**config.mk**
```make
export PLATFORM = sky130hd
export DESIGN_NAME = bbox_scan
export DESIGN_NICKNAME = d
export VERILOG_FILES = /design/src/rtl/bbox_scan.sv
export SDC_FILE = /design/constraint.sdc
export NUM_CORES = 1
export LEC_CHECK = 0
export ABC_AREA = 1
export BUFFER_PORTS_ARGS = -buffer_cell sky130_fd_sc_hd__buf_2
export CELL_PAD_IN_SITES_DETAIL_PLACEMENT = 1
export CELL_PAD_IN_SITES_GLOBAL_PLACEMENT = 2
export CORE_MARGIN = 1
export CORE_UTILIZATION = 36
export CTS_BUF_LIST = sky130_fd_sc_hd__clkbuf_8
export CTS_CLUSTER_DIAMETER = 80
export DETAILED_ROUTE_END_ITERATION = 6
export PLACE_DENSITY_LB_ADDON = 0.1
export SYNTH_ARGS = -nofsm -noshare
export SYNTH_HDL_FRONTEND = slang
export SYNTH_SLANG_ARGS = --single-unit
```
**constraint.sdc**
```tcl
create_clock -name CLOCK_50 -period 1.9 [get_ports CLOCK_50]
set_input_delay 0.19 -clock CLOCK_50 [delete_from_list [all_inputs] [get_ports CLOCK_50]]
set_output_delay 0.19 -clock CLOCK_50 [all_outputs]
set_load 0.02 [all_outputs]
```
**src/rtl/bbox_scan.sv**
```systemverilog
// Raster-scans a synchronous-read image memory and reports the bounding box of
// pixels at or above THRESH; the box is held until the next completed scan.
module bbox_scan #(
    parameter int WIDTH  = 256,
    parameter int HEIGHT = 256,
    parameter int PIX_W  = 8,
    parameter int THRESH = 128,
    parameter int ADDR_W = 16,
    parameter int X_W    = $clog2(WIDTH),
    parameter int Y_W    = $clog2(HEIGHT)
) (
    input  logic              CLOCK_50,
    input  logic [3:0]        KEY,
    input  logic              start,
    output logic [ADDR_W-1:0] rd_addr,
    input  logic [PIX_W-1:0]  rd_data,
    output logic              busy,
    output logic              done,
    output logic              found,
    output logic [X_W-1:0]    x_min,
    output logic [X_W-1:0]    x_max,
    output logic [Y_W-1:0]    y_min,
    output logic [Y_W-1:0]    y_max,
    output logic [1:0]        state_dbg
);

    // Control contract: start is sampled only in IDLE or DONE (busy=0); done
    // stays high with the box stable until the next accepted start.
    typedef enum logic [1:0] {
        S_IDLE  = 2'd0,
        S_SCAN  = 2'd1,
        S_DRAIN = 2'd2,
        S_DONE  = 2'd3
    } state_t;

    localparam logic [X_W-1:0]   X_LAST = X_W'(WIDTH - 1);
    localparam logic [Y_W-1:0]   Y_LAST = Y_W'(HEIGHT - 1);
    localparam logic [PIX_W-1:0] THR    = PIX_W'(THRESH);

    state_t         state;
    logic           rst_n;
    logic [X_W-1:0] x_cnt, px;
    logic [Y_W-1:0] y_cnt, py;
    logic           pix_valid;
    logic           run_found, nxt_found, hit;
    logic [X_W-1:0] run_xmin, run_xmax, nxt_xmin, nxt_xmax;
    logic [Y_W-1:0] run_ymin, run_ymax, nxt_ymin, nxt_ymax;
    logic           unused_key;

    assign rst_n      = KEY[3];
    assign unused_key = ^KEY[2:0];
    assign state_dbg  = state;

    // Next running box including the pixel currently on rd_data, so the final
    // pixel can be folded in on the same edge that loads the outputs.
    always_comb begin
        hit       = pix_valid && (rd_data >= THR);
        nxt_found = run_found;
        nxt_xmin  = run_xmin;
        nxt_xmax  = run_xmax;
        nxt_ymin  = run_ymin;
        nxt_ymax  = run_ymax;
        if (hit) begin
            nxt_found = 1'b1;
            nxt_xmin  = (px < run_xmin) ? px : run_xmin;
            nxt_xmax  = (px > run_xmax) ? px : run_xmax;
            nxt_ymin  = (py < run_ymin) ? py : run_ymin;
            nxt_ymax  = (py > run_ymax) ? py : run_ymax;
        end
    end

    always_ff @(posedge CLOCK_50 or negedge rst_n) begin
        if (!rst_n) begin
            state     <= S_IDLE;
            rd_addr   <= '0;
            x_cnt     <= '0;
            y_cnt     <= '0;
            px        <= '0;
            py        <= '0;
            pix_valid <= 1'b0;
            run_found <= 1'b0;
            run_xmin  <= '0;
            run_xmax  <= '0;
            run_ymin  <= '0;
            run_ymax  <= '0;
            busy      <= 1'b0;
            done      <= 1'b0;
            found     <= 1'b0;
            x_min     <= '0;
            x_max     <= '0;
            y_min     <= '0;
            y_max     <= '0;
        end else begin
            // Pixel for the address issued this cycle returns next cycle.
            pix_valid <= (state == S_SCAN);
            px        <= x_cnt;
            py        <= y_cnt;
            run_found <= nxt_found;
            run_xmin  <= nxt_xmin;
            run_xmax  <= nxt_xmax;
            run_ymin  <= nxt_ymin;
            run_ymax  <= nxt_ymax;

            case (state)
                S_IDLE, S_DONE: begin
                    if (start) begin
                        state     <= S_SCAN;
                        busy      <= 1'b1;
                        done      <= 1'b0;
                        rd_addr   <= '0;
                        x_cnt     <= '0;
                        y_cnt     <= '0;
                        run_found <= 1'b0;
                        run_xmin  <= X_LAST;
                        run_xmax  <= '0;
                        run_ymin  <= Y_LAST;
                        run_ymax  <= '0;
                    end
                end
                S_SCAN: begin
                    if (x_cnt == X_LAST && y_cnt == Y_LAST) begin
                        state <= S_DRAIN;
                    end else begin
                        rd_addr <= rd_addr + ADDR_W'(1);
                        if (x_cnt == X_LAST) begin
                            x_cnt <= '0;
                            y_cnt <= y_cnt + Y_W'(1);
                        end else begin
                            x_cnt <= x_cnt + X_W'(1);
                        end
                    end
                end
                S_DRAIN: begin
                    state <= S_DONE;
                    busy  <= 1'b0;
                    done  <= 1'b1;
                    found <= nxt_found;
                    x_min <= nxt_found ? nxt_xmin : '0;
                    x_max <= nxt_found ? nxt_xmax : '0;
                    y_min <= nxt_found ? nxt_ymin : '0;
                    y_max <= nxt_found ? nxt_ymax : '0;
                end
                default: state <= S_IDLE;
            endcase
        end
    end

endmodule

```
## Yosys cells after proc, flatten, opt, wreduce, memory -nomap -nowiden

Index checks and enable logic that the tools add are counted.

- Flip-flop bits (word level): 119
- Bits of input ports: 14
- Output and inout bits: 53
- Logic and storage cells: 86

- Add/sub/neg operators: 3
- Order comparisons: 5
- Eq/ne operators: 9
- Multiplexer cells: 40
- Reduce and logical (&&, ||, !) cells: 10

Operator list:

| kind | number |
|---|---|
| 2-to-1 mux 8 bit | 25 |
| 2-to-1 mux 16 bit | 2 |
| case mux 16 bit (2 select lines) | 1 |
| case mux 8 bit (2 select lines) | 2 |
| adder 16 x 1 -> 16 bit (second input constant) | 1 |
| adder 8 x 1 -> 8 bit (second input constant) | 2 |
| == test 8 bit (second input constant) | 2 |
| greater-than comparator 8 bit | 2 |
| < comparator 8 bit | 2 |
| >= comparator 8 bit (second input constant) | 1 |
| case mux 2 bit (3 select lines) | 1 |
| 2-to-1 mux 1 bit | 5 |
| == test 2 bit (second input constant) | 2 |
| 2-to-1 mux 2 bit | 2 |
| inequality test 2 x 1 -> 1 bit (second input constant) | 2 |
| inequality test 2 bit (second input constant) | 2 |
| case mux 1 bit (2 select lines) | 2 |
| AND reduction 2 bit | 2 |
| AND reduction 4 bit | 1 |
| nonzero test 2 bit | 2 |
| AND reduction 3 bit | 1 |
| == test 2 x 1 -> 1 bit (second input constant) | 1 |
| logical AND 1 bit | 2 |
| zero test 2 bit | 1 |
| OR reduction 2 bit | 1 |

## Logic depth before layout (Yosys ltp)

- Depth after elaboration: 5
- Gate-level depth with buffers: 14
- Depth with buffers taken out: 14

## Least setup slack after synthesis

No wires, ideal clock.

- Path kind: reg2reg
- Start: register state[1], in the netlist state_dbg[1]
- End: register y_cnt[5]
- Library setup time: 118 ps
- Data arrival time: 1582 ps
- Required time: 1782 ps
- Setup slack: 200 ps
- Cell stages (with the launch flop): 9
- Buffers on the path: 1
- Clock period less this slack: 1700 ps
- Path through: dfrtp_1 > inv_1 > ha_1 > inv_1 > o21ai_1 > buf_2 > nand2_4 > nand2_1 > nand2_1

- Word-level cells in the longest chain between the ends: 4

Ends and longest elaborated chain:

| item | line | text |
|---|---|---|
| start: declaration | 40 | `state_t state;` |
| start signal: assignment | 74 | `state <= S_IDLE;` |
| start signal: assignment | 107 | `state <= S_SCAN;` |
| start signal: assignment | 122 | `state <= S_DRAIN;` |
| == test 2 bit or zero test 2 bit (tied branches) | 104 | `case (state)` |
| OR reduction 2 bit | 104 |  |
| inequality test 2 bit (no line) or nonzero test 2 bit (tied branches) | -- |  |
| AND reduction 4 bit (no line) | -- |  |
| end signal: assignment | 127 | `y_cnt <= y_cnt + Y_W'(1);` |
| end: declaration | 43 | `logic [Y_W-1:0] y_cnt, py;` |

Several ways; a longest one is shown, not always the timed one.
A chain may end at the register's enable or synchronous reset.

## Worst setup path in the final report

- Start: register py[7]
- End: register y_max[0]

- Word-level cells in the longest chain between the ends: 4

Ends and longest elaborated chain:

| item | line | text |
|---|---|---|
| start: declaration | 43 |  |
| start signal: assignment | 97 | `py <= y_cnt;` |
| greater-than comparator 8 bit | 68 | `nxt_ymax = (py > run_ymax) ? py : run_ymax;` |
| 2-to-1 mux 8 bit | 68 |  |
| 2-to-1 mux 8 bit | 63 | `if (hit) begin` |
| 2-to-1 mux 8 bit | 141 | `y_max <= nxt_found ? nxt_ymax : '0;` |
| end signal: assignment | 141 |  |
| end: declaration | 23 | `output logic [Y_W-1:0] y_max,` |

Every way passes these cells.

==> reports/qor.txt <==
synth unique cells: 38
remaining antenna violation count: 0
sequential-to-total area share from yosys stat: 0.484
Most Crowded Layer GR: met2
CP max FO: 7
Max Freq: 0.561 GHz
Die ar.: 17600 µm²
total CTS buffers: 17
top cell type's share of synthesized area: 0.484
startpoint types: register
Final Instance Area: 7540 µm²
first-pass detailed-route iteration total: 4
FF+latch count, synth: 119
ranking of synthesized cells by area: dfrtp_1, nand2_1, ha_1
Residual DRC: 0
initial antenna violation count: 0
r2r setup slk: 120 ps
# diodes: 0
Req. time, crit path: 2260 ps
Root Driver: clkbuf_8
Buf+Inv Stages, Crit Path: 1
area leader, netlist: dfrtp_1
slew margin rel.: 0.658
Worst Path Class, Setup: reg -> reg
CP max stage delay: 440 ps
Via density: 4.88
Layout fillers: 2025
Tightest Hold Check Type: in -> reg
synthesized area: 6160 µm²
worst slew pin tran: 514 ps
Power Dens Cells: 1490 nW/µm²
number of max-cap violations: 0
worst-path cell chain: ha_1 -> a21o_1 -> nor2_1 -> nand2_2 -> buf_4 -> nand3_1 -> nand2_2 -> o21ai_1
most common cell after layout, fill and taps aside: nand2_1
Area Overhead vs Synth: 22.4%
Placement Cell Area: 6910 µm²
worst reg2reg startpoint: py[7]
met2 global-route usage: 0.331
Period minus WS final: 1780 ps
Worst setup EP type: register
syn nets: 807
port bufs: 56
GPL Wtd Cong: 0.827
global-route wire length before repair: 28400 µm
routed len/inst: 15.6 µm
initial DRC count: 165
I/O Pins: 67
vias in the first global route: 5579
average size of a mapped cell: 8.13 µm²
Die Y: 133 µm
GR Util met1: 0.275
largest net degree at the start of global routing: 46
Skew-Pair Late Insertion Delay: 440 ps
Post-Route Utilization: 0.453
most frequent cells in the layout: nand2_1, dfrtp_1, inv_1
final clock skew: 9.79 ps
Peak supply drop: 0.826 mV
area occupied by multi-input gates: 2840 µm²
Final Cycle Share: 0.939
Slowest cell on crit path: dfrtp_2
final hold violation count: 0
met3 Resource Use GR: 0.0475
layout cells sized above 1: 0.185
nets@finish: 900
# clock sinks: 119
row count: 47
via count: 5281
clock buffer depth: 2
cells after synthesis: 757
register area: 2980 µm²
Synth warnings: 0
Final setup viols: 0
floorplan core area: 16600 µm²
GRT Residual Overflow: 0
status: finished clean
hold path start: start
final WL: 16900 µm
launch point of the critical path: py[7]
most used cell, CP: nand2_2
H-tree level count: 4
initial core utilization: 0.370
HPWL Detailed: 12400 µm
CTS tree: yes
largest delay contributor family on the critical path: flip-flops
GR Util All Layers: 0.207
crit path DAT: 2140 ps
Reg clk slew, reported paths: 70 ps
Die W: 133 µm
leak pwr: 4.09 nW
Final Slew Violations: 0
[cell usage after synthesis]
cell type / number
a21o_1: 1
a21oi_1: 12
a21oi_2: 3
a31oi_1: 1
and2_4: 1
buf_1: 2
buf_2: 5
buf_4: 1
buf_6: 3
clkbuf_1: 5
clkinv_1: 2
dfrtp_1: 119
ha_1: 36
inv_1: 80
inv_2: 1
inv_4: 1
nand2_1: 268
nand2_2: 4
nand2_4: 2
nand3_1: 78
nand3_2: 1
nand3_4: 1
nand3b_1: 2
nand4_1: 13
nor2_1: 45
nor2_2: 2
nor2_8: 1
nor3_1: 12
nor3_4: 1
o21a_1: 1
o21ai_0: 23
o21ai_1: 5
o21ai_2: 3
o21ai_4: 1
o21bai_1: 2
or2_2: 3
xnor2_1: 3
xor2_1: 13
[final timing paths]
kind | cells past startpoint | to
setup / recovery | 8 | y_max[0]
hold / removal | 4 | done
setup reg to reg | 8 | y_max[0]
hold reg to reg | 0 | py[6]
max in group asynchronous | 3 | py[7]
min in group asynchronous | 2 | y_min[3]
[worst min-delay path: stages]
cell and delay, ps:
buf_2 90, or2_2 110, nand2_1 60, nand2_1 60
[through the flow]
step                      setup slack (ps)  hold WS [ps]  std cells  setup TNS, ps  power [mW]
after floorplan                        200          -106        757              0        6.52
after global placement                 155           196       1048              0        8.02
after detailed placement              60.9           200       1048              0        8.23
after CTS                             39.9          70.8       1081              0        11.3
after global routing                 -19.2           114       1083          -36.2        12.1
final                                  116           101       1083              0        11.2
[power breakdown]
group	internal, mW	total [mW]	switching (mW)	leakage, nW
combinational	1.56	4.67	3.11	2.27
clock	1.99	3.04	1.05	0.273
sequential	3.18	3.54	0.356	1.55
total	6.73	11.2	4.52	4.09
[final cells by class]
| cell class | instances | share of cell area |
|---|---|---|
| clock inverter | 10 | 0.0294 |
| timing repair buffer | 90 | 0.0798 |
| sequential | 119 | 0.396 |
| inverter | 84 | 0.0422 |
| clock buffer | 22 | 0.0402 |
| tap | 220 | 0.0365 |
| multi-input combinational | 538 | 0.376 |
[flip-flops by register name (all words and copies together), names as in the netlist, named ones only]
| register | flops |
|---|---|
| run_ymax | 7 |
| x_min | 8 |
| x_cnt | 8 |
| pix_valid | 1 |
| run_found | 1 |
| y_cnt | 8 |
| rd_addr | 16 |
| run_xmin | 8 |
| state_dbg | 2 |
| y_min | 8 |
| busy | 1 |
| done | 1 |
| py | 8 |
| px | 8 |
| y_max | 8 |
| x_max | 8 |
| run_xmax | 7 |
| found | 1 |
| run_ymin | 8 |
[metal layers]
| metal | up-vias | part of all wire |
|---|---|---|
| li1 | 2600 | - |
| met1 | 2587 | 0.48 |
| met2 | 75 | 0.48 |
| met3 | 19 | 0.026 |
| met4 | 0 | 0.016 |
| met5 | - | 0 |
[logic make-up (layout without fill, tap and decap cells)]
group	after synthesis	in the layout	synth area share
xor gates and xnor gates	16	16	0.0228
and+or+nand+nor	434	434	0.304
AOI/OAI and AO/OA	52	52	0.0496
buffers and inverters	100	206	0.0667
adders and majority gates	36	36	0.0732
DFF	119	119	0.484
[repair_timing]
action	4_1_cts	5_1_grt
endpoints found under the hold margin	32	0
setup endpoints to repair	0	56
setup buffers	0	2
resized for setup	0	23
hold buffers	1	0
Note: power is estimated with default switching activity, not from simulation.
